[config.mk]
export PLATFORM = sky130hd
export DESIGN_NAME = uart_rx_oversampled_flat
export DESIGN_NICKNAME = d
export VERILOG_FILES = /design/src/rtl/uart_rx_oversampled_if.sv /design/src/rtl/uart_rx_oversampled.sv /design/src/flat_wrapper.sv
export SDC_FILE = /design/constraint.sdc
export NUM_CORES = 1
export LEC_CHECK = 0
export BUFFER_PORTS_ARGS = -buffer_cell sky130_fd_sc_hd__buf_2
export CAP_MARGIN = 0
export CORE_AREA = 2 2 49 97
export CTS_BUF_LIST = sky130_fd_sc_hd__clkbuf_16
export DETAILED_ROUTE_END_ITERATION = 8
export DIE_AREA = 0 0 51 99
export GPL_TIMING_DRIVEN = 0
export HOLD_SLACK_MARGIN = 0.05
export PLACE_DENSITY_LB_ADDON = 0.08
export RECOVER_POWER = 50
export SYNTH_ARGS = -nofsm -noshare
export SYNTH_HDL_FRONTEND = slang
export SYNTH_SLANG_ARGS = --single-unit
export TNS_END_PERCENT = 10
[constraint.sdc]
create_clock -name clk -period 3.4 [get_ports clk]
set_input_delay 0.51 -clock clk [delete_from_list [all_inputs] [get_ports clk]]
set_output_delay 0.51 -clock clk [all_outputs]
set_load 0.05 [all_outputs]
[src/rtl/uart_rx_oversampled_if.sv]
// rtl/uart_rx_oversampled_if.sv - received-byte bundle between the UART receiver and its consumer
interface uart_rx_oversampled_if #(
    parameter int UART_BITS = 8
);
    logic [UART_BITS-1:0] o_rx_data;
    logic                 o_rx_done;
    logic                 o_frame_err;
    logic                 o_busy;

    modport master (
        output o_rx_data,
        output o_rx_done,
        output o_frame_err,
        output o_busy
    );

    modport slave (
        input o_rx_data,
        input o_rx_done,
        input o_frame_err,
        input o_busy
    );
endinterface

[src/rtl/uart_rx_oversampled.sv]
// rtl/uart_rx_oversampled.sv - oversampled UART receiver with start validation and stop framing check
module uart_rx_oversampled #(
    parameter int UART_BITS  = 8,
    parameter int TICK_DIV   = 163,
    parameter int OVERSAMPLE = 16,
    parameter int STOP_TICKS = 16
) (
    input  logic                   clk,
    input  logic                   rst,
    input  logic                   i_rx,
    uart_rx_oversampled_if.master  bus
);
    localparam int S_MAX = (OVERSAMPLE > STOP_TICKS) ? OVERSAMPLE : STOP_TICKS;
    localparam int S_W   = (S_MAX > 1) ? $clog2(S_MAX) : 1;
    localparam int N_W   = (UART_BITS > 1) ? $clog2(UART_BITS) : 1;
    localparam int T_W   = (TICK_DIV > 1) ? $clog2(TICK_DIV) : 1;

    localparam logic [S_W-1:0] S_MID  = S_W'(OVERSAMPLE / 2 - 1);
    localparam logic [S_W-1:0] S_BIT  = S_W'(OVERSAMPLE - 1);
    localparam logic [S_W-1:0] S_STOP = S_W'(STOP_TICKS - 1);
    localparam logic [N_W-1:0] N_LAST = N_W'(UART_BITS - 1);
    localparam logic [T_W-1:0] T_LAST = T_W'(TICK_DIV - 1);

    typedef enum logic [1:0] {
        IDLE  = 2'd0,
        START = 2'd1,
        DATA  = 2'd2,
        STOP  = 2'd3
    } state_t;

    state_t               state;
    logic [T_W-1:0]       tick_cnt;
    logic                 rx_meta;
    logic                 rx_s;
    logic [S_W-1:0]       s_cnt;
    logic [N_W-1:0]       n_cnt;
    logic [UART_BITS-1:0] shift;
    logic                 tick;

    // Free-running; never realigned to the start edge, so sampling jitters by up to one tick.
    assign tick = (tick_cnt == T_LAST);

    always_ff @(posedge clk) begin
        if (!rst) begin
            state           <= IDLE;
            tick_cnt        <= '0;
            rx_meta         <= 1'b1;
            rx_s            <= 1'b1;
            s_cnt           <= '0;
            n_cnt           <= '0;
            shift           <= '0;
            bus.o_rx_data   <= '0;
            bus.o_rx_done   <= 1'b0;
            bus.o_frame_err <= 1'b0;
            bus.o_busy      <= 1'b0;
        end else begin
            rx_meta         <= i_rx;
            rx_s            <= rx_meta;
            tick_cnt        <= tick ? '0 : tick_cnt + T_W'(1);
            bus.o_rx_done   <= 1'b0;
            bus.o_frame_err <= 1'b0;

            case (state)
                IDLE: begin
                    if (!rx_s) begin
                        state      <= START;
                        s_cnt      <= '0;
                        bus.o_busy <= 1'b1;
                    end
                end

                START: begin
                    if (tick) begin
                        if (s_cnt == S_MID) begin
                            if (!rx_s) begin
                                state <= DATA;
                                s_cnt <= '0;
                                n_cnt <= '0;
                            end else begin
                                // Glitch shorter than half a bit: drop it silently.
                                state      <= IDLE;
                                bus.o_busy <= 1'b0;
                            end
                        end else begin
                            s_cnt <= s_cnt + S_W'(1);
                        end
                    end
                end

                DATA: begin
                    if (tick) begin
                        if (s_cnt == S_BIT) begin
                            shift <= {rx_s, shift[UART_BITS-1:1]};
                            s_cnt <= '0;
                            if (n_cnt == N_LAST) begin
                                state <= STOP;
                            end else begin
                                n_cnt <= n_cnt + N_W'(1);
                            end
                        end else begin
                            s_cnt <= s_cnt + S_W'(1);
                        end
                    end
                end

                STOP: begin
                    if (tick) begin
                        if (s_cnt == S_STOP) begin
                            if (rx_s) begin
                                bus.o_rx_data <= shift;
                                bus.o_rx_done <= 1'b1;
                            end else begin
                                bus.o_frame_err <= 1'b1;
                            end
                            state      <= IDLE;
                            bus.o_busy <= 1'b0;
                        end else begin
                            s_cnt <= s_cnt + S_W'(1);
                        end
                    end
                end

                default: begin
                    state      <= IDLE;
                    bus.o_busy <= 1'b0;
                end
            endcase
        end
    end
endmodule

[src/flat_wrapper.sv]
// flat-port wrapper written by rule: the top's interface ports become plain ports
module uart_rx_oversampled_flat 
#(
    parameter int UART_BITS  = 8,
    parameter int TICK_DIV   = 163,
    parameter int OVERSAMPLE = 16,
    parameter int STOP_TICKS = 16
)
  (clk, rst, i_rx, bus_o_rx_data, bus_o_rx_done, bus_o_frame_err, bus_o_busy);
  uart_rx_oversampled_if #(.UART_BITS(UART_BITS)) bus_i ();
  input  logic clk;
  input  logic rst;
  input  logic i_rx;
  output wire logic [$bits(bus_i.o_rx_data)-1:0] bus_o_rx_data;
  output wire logic [$bits(bus_i.o_rx_done)-1:0] bus_o_rx_done;
  output wire logic [$bits(bus_i.o_frame_err)-1:0] bus_o_frame_err;
  output wire logic [$bits(bus_i.o_busy)-1:0] bus_o_busy;
  assign bus_o_rx_data = bus_i.o_rx_data;
  assign bus_o_rx_done = bus_i.o_rx_done;
  assign bus_o_frame_err = bus_i.o_frame_err;
  assign bus_o_busy = bus_i.o_busy;
  uart_rx_oversampled #(.UART_BITS(UART_BITS), .TICK_DIV(TICK_DIV), .OVERSAMPLE(OVERSAMPLE), .STOP_TICKS(STOP_TICKS)) u_core (.clk(clk), .rst(rst), .i_rx(i_rx), .bus(bus_i));
endmodule
==> metrics.cfg, run 1 <==
[setup_path]
critPathRequiredTime_ns = 3.55
path_cells = ha_1, and4_1, nor4b_1, buf_4, mux2i_1, nor2_1
reg2regPathDepth = 6
worstPathArrival_ns = 2.15
crit_slowest_cell = dfxtp_1
crit_family = simple AND/OR/NAND/NOR gates
cp-start-kind = flip-flop
endpoint_kind = flip-flop
crit_path_max_incr_delay_ns = 0.38
worstSetupPathType = reg2reg
cp_max_fo = 8
reg2reg_to = u_core.shift[0]
worst-path-buf-inv = 1
rr_startpoint = u_core.s_cnt[0]
r2r_slack_ns = 1.40

[global_route]
met1_usage_pct = 16.32
use_met3_pct = 3.939
grt_max_degree = 12
overflow = 0
first_global_vias = 1381
grt_first_pass_wirelength_mm = 6.513
grt_busiest_layer = met2
grtUsageTotal_pct = 17.38
antenna_found_initial = 0
use_met2_pct = 33.67

[timing]
fin_skew_ns = 0.002805
tns_ns = 0
slew_viol_final = 0
rsz0062_at_grt = no
fmax_mhz = 499.5
timing.slew.headroom_pct = 60.08
setup_viol = 0
finalCritPeriodShare_pct = 58.88
hold_slack_ns = 0.4090
worst_slew_pin_slew_ns = 0.6014
hold_violations = 0
min_period_ns = 2.002

[finish]
layout.cells.non_filler = 257
drive_gt1_share_pct = 6.897
diodes = 0
synthToLayoutAreaGrowth_pct = 15.17
layout.nets = 210
fin_util_pct = 44.44

[logic_synthesis]
yosys.area.top_type_share_pct = 45.89
synth.most_common_cell = dfxtp_1
synth_area_um2 = 1658
synth_ff_type = dfxtp_1
synth_edf_count = 0
yosys-top-cells-count = dfxtp_1, nor2_1, a21oi_1, o21ai_0, nand3_1
synth.area.top_cells = dfxtp_1, mux2i_1, nor2_1, a21oi_1, o21ai_0
synth_warnings = 0
synth-seq-cells = 38
syn_area_per_cell_um2 = 9.109
syn_inst = 182
seq_area_frac_synth_pct = 45.89
ys_async_sr_fraction_pct = 0
synth_area_leader_cell = dfxtp_1
synth_nets = 190
synth_cell_types = 43

[drt]
wl_per_cell_um = 15.38
dr.pass1.iters = 4
drt_first_iter_violations = 28
wl_mm = 3.952
route.antenna.remaining_nets = 0
route.detailed.drc = 0
vias = 1383
viasPerCell = 5.381

[worst_hold_path]
worstHoldStart = i_rx
holdPathStages = 2
hold_end = u_core.rx_meta
hold_class = in2reg

[die]
coreArea_um2 = 4297
chipWidth_um = 51
ios = 14
initial_utilization_pct = 38.58
rows = 34
die_h_um = 99
dieArea_um2 = 5049

[clock_network]
cts_root_buffer = clkbuf_16
holdBufCountCts = 0
clkSlewWorstSetupHoldPaths_ns = 0.05
cts_tree = built
cts_buffers = 5
clock_latency_ns = 0.28
cts_sinks = 38
cts_resized = 0
post-cts-setup-buffers = 0
cts_htree_levels = 2
clk_path_buf_depth = 2

[flow_run]
drv_cap = 0

[placement]
dp_hpwl_mm = 3.022
port_buffers = 13
dp.cells = 249
gp_congestion = 0.8063

[power_and_ir_drop]
p_per_area_nw_per_um2 = 484.0
vdd_ir_drop_max_mv = 0.4242
p_leak_nw = 0.6891

[run_status]
status = complete, no violations

## kinds of logic after synthesis
| family | share of synthesized area [%] |
|---|---|
| buf+inv | 2.868 |
| flops | 45.89 |
| fa+ha+maj | 3.774 |
| xor+xnor | 5.283 |
| compound gates | 13.89 |
| simple gates | 22.87 |
| mux | 5.434 |
## stage by stage
stage	power, mW	area, µm²	worst slack [ns]
2_1_floorplan	0.4901	1658	1.733
3_3_place_gp	0.5006	1790	1.503
3_5_place_dp	0.5021	1790	1.432
4_1_cts	0.9382	1928	1.400
5_1_grt	0.9565	1909	1.189
6_report	0.9241	1909	1.398
## flip-flops by register name, indices dropped and copies added, names as in the netlist, named ones only
signal and cells:
u_core.bus.o_busy 1, u_core.s_cnt 4, u_core.rx_s 1, u_core.state 1
u_core.bus.o_frame_err 1, u_core.bus.o_rx_data 8, u_core.shift 8, u_core.n_cnt 3
u_core.tick_cnt 8, u_core.rx_meta 1, u_core.bus.o_rx_done 1
## worst max-delay path by stage
| stage | startpoint | to | slack, ns | cells after the start |
|---|---|---|---|---|
| after global placement | u_core.s_cnt[0] | u_core.shift[0] | 1.50 | 6 |
| after floorplan | u_core.s_cnt[0] | u_core.s_cnt[1] | 1.73 | 6 |
| after global routing | u_core.s_cnt[0] | u_core.shift[7] | 1.19 | 6 |
| after detailed placement | u_core.s_cnt[0] | u_core.shift[4] | 1.43 | 6 |
| final | u_core.s_cnt[0] | u_core.shift[0] | 1.40 | 6 |
| after CTS | u_core.s_cnt[0] | u_core.shift[0] | 1.40 | 6 |
## final cells by class
class / count / area (µm²)
sequential: 38 / 760.7
inverter: 4 / 15.01
clock buffer: 5 / 125.1
multi-input combinational: 133 / 845.8
timing repair buffer: 13 / 50.05
buffer: 7 / 32.53
clock inverter: 3 / 12.51
tap: 54 / 67.56
fill: 462 / 2387
## power by group
| part | internal, mW | switching (mW) | leakage [nW] |
|---|---|---|---|
| Combinational | 0.0113 | 0.0244 | 0.309 |
| Sequential | 0.451 | 0.00540 | 0.307 |
| Clock | 0.265 | 0.167 | 0.0724 |
| Total | 0.727 | 0.197 | 0.689 |
## cells in the final DEF, fill, tap and decap left out, types with 2 or more instances in the layout
cell type	synthesis	final
a211oi_1	2	2
a21oi_1	14	14
buf_2	2	3
clkbuf_1	4	16
clkbuf_16	0	5
clkinv_1	1	2
dfxtp_1	38	38
ha_1	5	5
inv_1	3	4
mux2i_1	9	9
nand2_1	8	8
nand2b_1	2	2
nand3_1	12	12
nand4_1	3	3
nand4b_1	2	2
nor2_1	23	23
nor3_1	3	3
nor3_2	2	2
nor3b_1	3	3
o21ai_0	13	13
or4_1	2	3
xnor2_1	5	5
xor2_1	5	5
## layer usage
layer | wire (µm) | share of wire (%)
met1 | 1473 | 37
met4 | 81 | 2.0
met2 | 2302 | 58
met5 | 0 | 0
met3 | 94 | 2.4
Power figures use the tool's default switching activity.
==> run 2, diff against run 1 <==
Clock period 3.4 ns to 2.07 ns, I/O delays scaled along.
==> metrics.cfg, run 2 (synthesis results as in run 1) <==
[run_status]
status = complete, no violations

[power_and_ir_drop]
p_clk_share_pct = 46.8  ; about the same
vdd_ir_drop_max_mv = 0.6988  ; +65%
combPwrFrac_pct = 3.9  ; about the same
p_leak_nw = 0.6935  ; +0.65%
swShare_pct = 21.39  ; +0.042 points
p_per_area_nw_per_um2 = 790.4  ; +63%
seqPwrFrac_pct = 49.3  ; about the same
p_sw_mw = 0.3249  ; +65%
p_int_mw = 1.194  ; +64%

[timing]
fmax_mhz = 513.1  ; +2.7%
layout_setup_ws_ns = 0.1211  ; -1.277 ns
min_period_ns = 1.949  ; -0.05317 ns
tns_ns = 0  ; unchanged
finalCritPeriodShare_pct = 94.15  ; +35 points
setup_viol = 0  ; unchanged
worst_slew_pin_slew_ns = 0.6024  ; +0.0009255 ns
timing.slew.headroom_pct = 60.01  ; -0.061 points
fin_skew_ns = 0.003119  ; +0.0003145 ns
rsz0062_at_grt = yes
slew_viol_final = 0  ; unchanged
hold_violations = 0  ; unchanged

[drt]
viasPerCell = 5.389  ; +0.14%
wl_mm = 3.971  ; +0.48%
route.detailed.drc = 0  ; unchanged
vias = 1385  ; +0.14%
dr.pass1.iters = 4  ; unchanged
drt_first_iter_violations = 19  ; -32%
route.antenna.remaining_nets = 0  ; unchanged
wl_per_cell_um = 15.45  ; +0.48%

[placement]
port_buffers = 13  ; unchanged
dp_hpwl_mm = 3.022  ; unchanged
gp_congestion = 0.8063  ; unchanged
preCtsSetupSlack_ns = 0.1017  ; -1.330 ns

[clock_network]
cts_buffers = 5  ; unchanged
cts_root_buffer = clkbuf_16
clkSlewWorstSetupHoldPaths_ns = 0.05  ; about the same
cts_htree_levels = 2  ; unchanged
clk_path_buf_depth = 2  ; unchanged
holdBufCountCts = 0  ; unchanged
clock_latency_ns = 0.28  ; about the same
cts_tree = built
cts_sinks = 38  ; unchanged
post-cts-setup-buffers = 0  ; unchanged
cts_resized = 0  ; unchanged

[die]
die_h_um = 99  ; unchanged
dieArea_um2 = 5049  ; unchanged
ios = 14  ; unchanged
chipWidth_um = 51  ; unchanged
initial_utilization_pct = 38.58  ; unchanged
coreArea_um2 = 4297  ; unchanged
rows = 34  ; unchanged

[setup_path]
crit_family = simple AND/OR/NAND/NOR gates
worst-path-buf-inv = 0  ; -1
worstPathArrival_ns = 2.09  ; -0.06 ns
path_cells = ha_1, and4_2, nand4_1, o21ai_0, a21oi_1
cp-start-kind = flip-flop
worstSetupPathType = reg2reg
endpoint_kind = flip-flop
critPathRequiredTime_ns = 2.21  ; -1.34 ns
crit_path_max_incr_delay_ns = 0.39  ; about the same
crit_slowest_cell = nand4_1
cp_max_fo = 10  ; +2

[global_route]
use_met3_pct = 3.939  ; unchanged
first_global_vias = 1381  ; unchanged
grt_max_degree = 12  ; unchanged
overflow = 0  ; unchanged
use_met2_pct = 33.67  ; unchanged
grt_first_pass_wirelength_mm = 6.513  ; unchanged
antenna_found_initial = 0  ; unchanged
grtUsageTotal_pct = 17.38  ; unchanged
grt_busiest_layer = met2
met1_usage_pct = 16.32  ; unchanged

[finish]
fillers = 462  ; unchanged
diodes = 0  ; unchanged
drive_gt1_share_pct = 8.867  ; +2.0 points
layout_commonest_cell = dfxtp_1
layout_common_cells = dfxtp_1, nor2_1, clkbuf_1, a21oi_1, o21ai_0
layout.nets = 210  ; unchanged
synthToLayoutAreaGrowth_pct = 15.92
top_regs = u_core.bus.o_rx_data: 8 flops, u_core.shift: 8 flops, u_core.tick_cnt: 8 flops

[worst_hold_path]
hold_class = in2reg

[flow_run]
drv_cap = 0  ; unchanged

## run 2: cell types whose count changed in the layout (fill, tap and decap cells not counted), sizes merged
cell    delta
clkbuf     -1
buf        +1
## run 2: final cells by class
type / instances / area, µm² / area share [%]
tap: 54 / 67.56 / 3.516
clock inverter: 3 / 12.51 / 0.6510
inverter: 4 / 15.01 / 0.7813
timing repair buffer: 13 / 51.30 / 2.669
sequential: 38 / 760.7 / 39.58
multi-input combinational: 133 / 857.1 / 44.60
buffer: 7 / 32.53 / 1.693
clock buffer: 5 / 125.1 / 6.510
## run 2: final timing paths
| check | endpoint | cells after the start | startpoint | slack [ns] |
|---|---|---|---|---|
| max | u_core.bus.o_rx_data[5] | 5 | u_core.s_cnt[0] | 0.12 |
| min | u_core.rx_meta | 2 | i_rx | 0.21 |
| max reg2reg | u_core.bus.o_rx_data[5] | 5 | u_core.s_cnt[0] | 0.12 |
| min reg2reg | u_core.rx_s | 1 | u_core.rx_meta | 0.41 |
## run 2: routing by layer
metal / vias up / share of wire (%)
met5: - / 0
met4: 0 / 2.0
met3: 6 / 2.2
met2: 17 / 59
met1: 663 / 37
li1: 699 / -
## run 2: metrics by stage
| stage | power (mW) | hold WS [ns] | util (%) | cells | cell area, µm² |
|---|---|---|---|---|---|
| floorplan | 0.8050 | 0.3835 | - | 182 | 1658 |
| global placement | 0.8223 | 0.3883 | 41.67 | 249 | 1790 |
| global route | 1.572 | 0.2262 | 44.73 | 257 | 1922 |
| detailed placement | 0.8247 | 0.4012 | 41.67 | 249 | 1790 |
| finish | 1.519 | 0.2088 | 44.73 | 257 | 1922 |
| CTS | 1.541 | 0.2082 | 44.87 | 257 | 1928 |
## run 2: power groups by stage
stage / registers [mW] / logic, mW / clock network, mW
finish: 0.750 / 0.0591 / 0.710
global route: 0.751 / 0.0662 / 0.755
CTS: 0.749 / 0.0599 / 0.732
detailed placement: 0.765 / 0.0596 / 0
global placement: 0.765 / 0.0577 / 0
floorplan: 0.766 / 0.0387 / 0
## run 2: worst register-to-register path: stages (launching register included)
cell	delay, ns
dfxtp_1	0.38
ha_1	0.28
and4_2	0.35
nand4_1	0.39
o21ai_0	0.33
a21oi_1	0.09
==> run 3, diff against run 2 <==
Settings changed: GPL_ROUTABILITY_DRIVEN set to 1, RECOVER_POWER 50 to 25.
==> metrics.cfg, run 3 (synthesis results as in run 1) <==
[setup_path]
worst-path-buf-inv = 0  ; unchanged
cp-start-kind = flip-flop
crit_path_max_incr_delay_ns = 0.39  ; about the same
worstPathArrival_ns = 2.09  ; about the same
critPathRequiredTime_ns = 2.21  ; about the same
cp_max_fo = 10  ; unchanged
crit_slowest_cell = nand4_1
worstSetupPathType = reg2reg
endpoint_kind = flip-flop
crit_family = simple AND/OR/NAND/NOR gates
path_cells = ha_1, and4_2, nand4_1, o21ai_0, a21oi_1

[finish]
layout.nets = 210  ; unchanged
layout_common_cells = dfxtp_1, nor2_1, a21oi_1, o21ai_0
multi_input_area_um2 = 857.1  ; unchanged
fillers = 460  ; -0.43%
synthToLayoutAreaGrowth_pct = 16.15
top_regs = u_core.bus.o_rx_data: 8 flops, u_core.shift: 8 flops, u_core.tick_cnt: 8 flops
drive_gt1_share_pct = 10.34  ; +1.5 points
seq_area_um2 = 760.7  ; unchanged
fin_util_pct = 44.82  ; +0.087 points
design_area_um2 = 1926  ; +0.20%
layout.cells.non_filler = 257  ; unchanged
layout_commonest_cell = dfxtp_1
diodes = 0  ; unchanged

[global_route]
grt_busiest_layer = met2
antenna_found_initial = 0  ; unchanged
overflow = 0  ; unchanged
grt_first_pass_wirelength_mm = 6.513  ; unchanged
grt_max_degree = 12  ; unchanged
met1_usage_pct = 16.32  ; unchanged
first_global_vias = 1381  ; unchanged
use_met2_pct = 33.67  ; unchanged
grtUsageTotal_pct = 17.38  ; unchanged
use_met3_pct = 3.939  ; unchanged

[clock_network]
post-cts-setup-buffers = 0  ; unchanged
clock_latency_ns = 0.28  ; about the same
clk_path_buf_depth = 2  ; unchanged
cts_buffers = 5  ; unchanged
cts_tree = built
cts_resized = 0  ; unchanged
holdBufCountCts = 0  ; unchanged
clkSlewWorstSetupHoldPaths_ns = 0.05  ; about the same
cts_sinks = 38  ; unchanged
cts_htree_levels = 2  ; unchanged
cts_root_buffer = clkbuf_16

[timing]
setup_viol = 0  ; unchanged
hold_violations = 0  ; unchanged
worst_slew_pin_slew_ns = 0.6024  ; unchanged
hold_slack_ns = 0.2088  ; unchanged
fin_skew_ns = 0.003119  ; unchanged
fmax_mhz = 512.9  ; about the same
min_period_ns = 1.950  ; +0.0008660 ns
slew_viol_final = 0  ; unchanged
rsz0062_at_grt = yes
timing.slew.headroom_pct = 60.01  ; unchanged
finalCritPeriodShare_pct = 94.19  ; about the same

[power_and_ir_drop]
p_leak_nw = 0.7065  ; +1.9%
finalPower_mw = 1.519  ; about the same
vdd_ir_drop_max_mv = 0.6988  ; about the same
p_per_area_nw_per_um2 = 789.0  ; -0.18%

[drt]
route.detailed.drc = 0  ; unchanged
wl_per_cell_um = 15.44  ; about the same
viasPerCell = 5.397  ; +0.14%
dr.pass1.iters = 4  ; unchanged
route.antenna.remaining_nets = 0  ; unchanged
vias = 1387  ; +0.14%
drt_first_iter_violations = 19  ; unchanged
wl_mm = 3.969  ; about the same

[die]
initial_utilization_pct = 38.58  ; unchanged
ios = 14  ; unchanged
rows = 34  ; unchanged
chipWidth_um = 51  ; unchanged
coreArea_um2 = 4297  ; unchanged
dieArea_um2 = 5049  ; unchanged
die_h_um = 99  ; unchanged

[placement]
port_buffers = 13  ; unchanged
dpl_cell_area_um2 = 1790  ; unchanged
gp_congestion = 0.8063  ; unchanged
dp.cells = 249  ; unchanged
dp_hpwl_mm = 3.022  ; unchanged

[flow_run]
drv_cap = 0  ; unchanged

[run_status]
status = complete, no violations

[worst_hold_path]
hold_class = in2reg

-- run 3: cell count changes in the layout (fill, tap and decap cells not counted), sizes merged --
cell	before	now
clkbuf	20	17
buf	5	8
-- run 3: final cells by class --
type / count / area share [%]
Inverter: 4 / 0.7797
Sequential cell: 38 / 39.51
Buffer: 7 / 1.689
Clock inverter: 3 / 0.6498
Clock buffer: 5 / 6.498
Timing Repair Buffer: 13 / 2.859
Tap cell: 54 / 3.509
Multi-Input combinational cell: 133 / 44.51
-- run 3: path summary, 6_finish.rpt --
check                  startpoint                      end  slack, ns  depth (start not counted)
setup / recovery  u_core.s_cnt[0]  u_core.bus.o_rx_data[5]       0.12                          5
hold / removal               i_rx           u_core.rx_meta       0.21                          2
setup reg to reg  u_core.s_cnt[0]  u_core.bus.o_rx_data[5]       0.12                          5
hold reg to reg    u_core.rx_meta              u_core.rx_s       0.41                          1
-- run 3: per-layer routing --
layer  up-vias  part of all wire (%)
li1        699                     -
met1       665                    37
met2        17                    59
met3         6                   2.0
met4         0                   2.0
met5         -                     0
-- run 3: where the power goes --
part	internal, mW	switching, mW
registers	0.741	0.00882
logic	0.0192	0.0402
clock network	0.435	0.276
total	1.19	0.325
-- run 3: metrics by stage --
step	setup WS [ns]	TNS [ns]
floorplan	0.4027	0
global placement	0.1734	0
detailed placement	0.1017	0
CTS	0.07024	0
global route	-0.05515	-0.1928
finish	0.1203	0
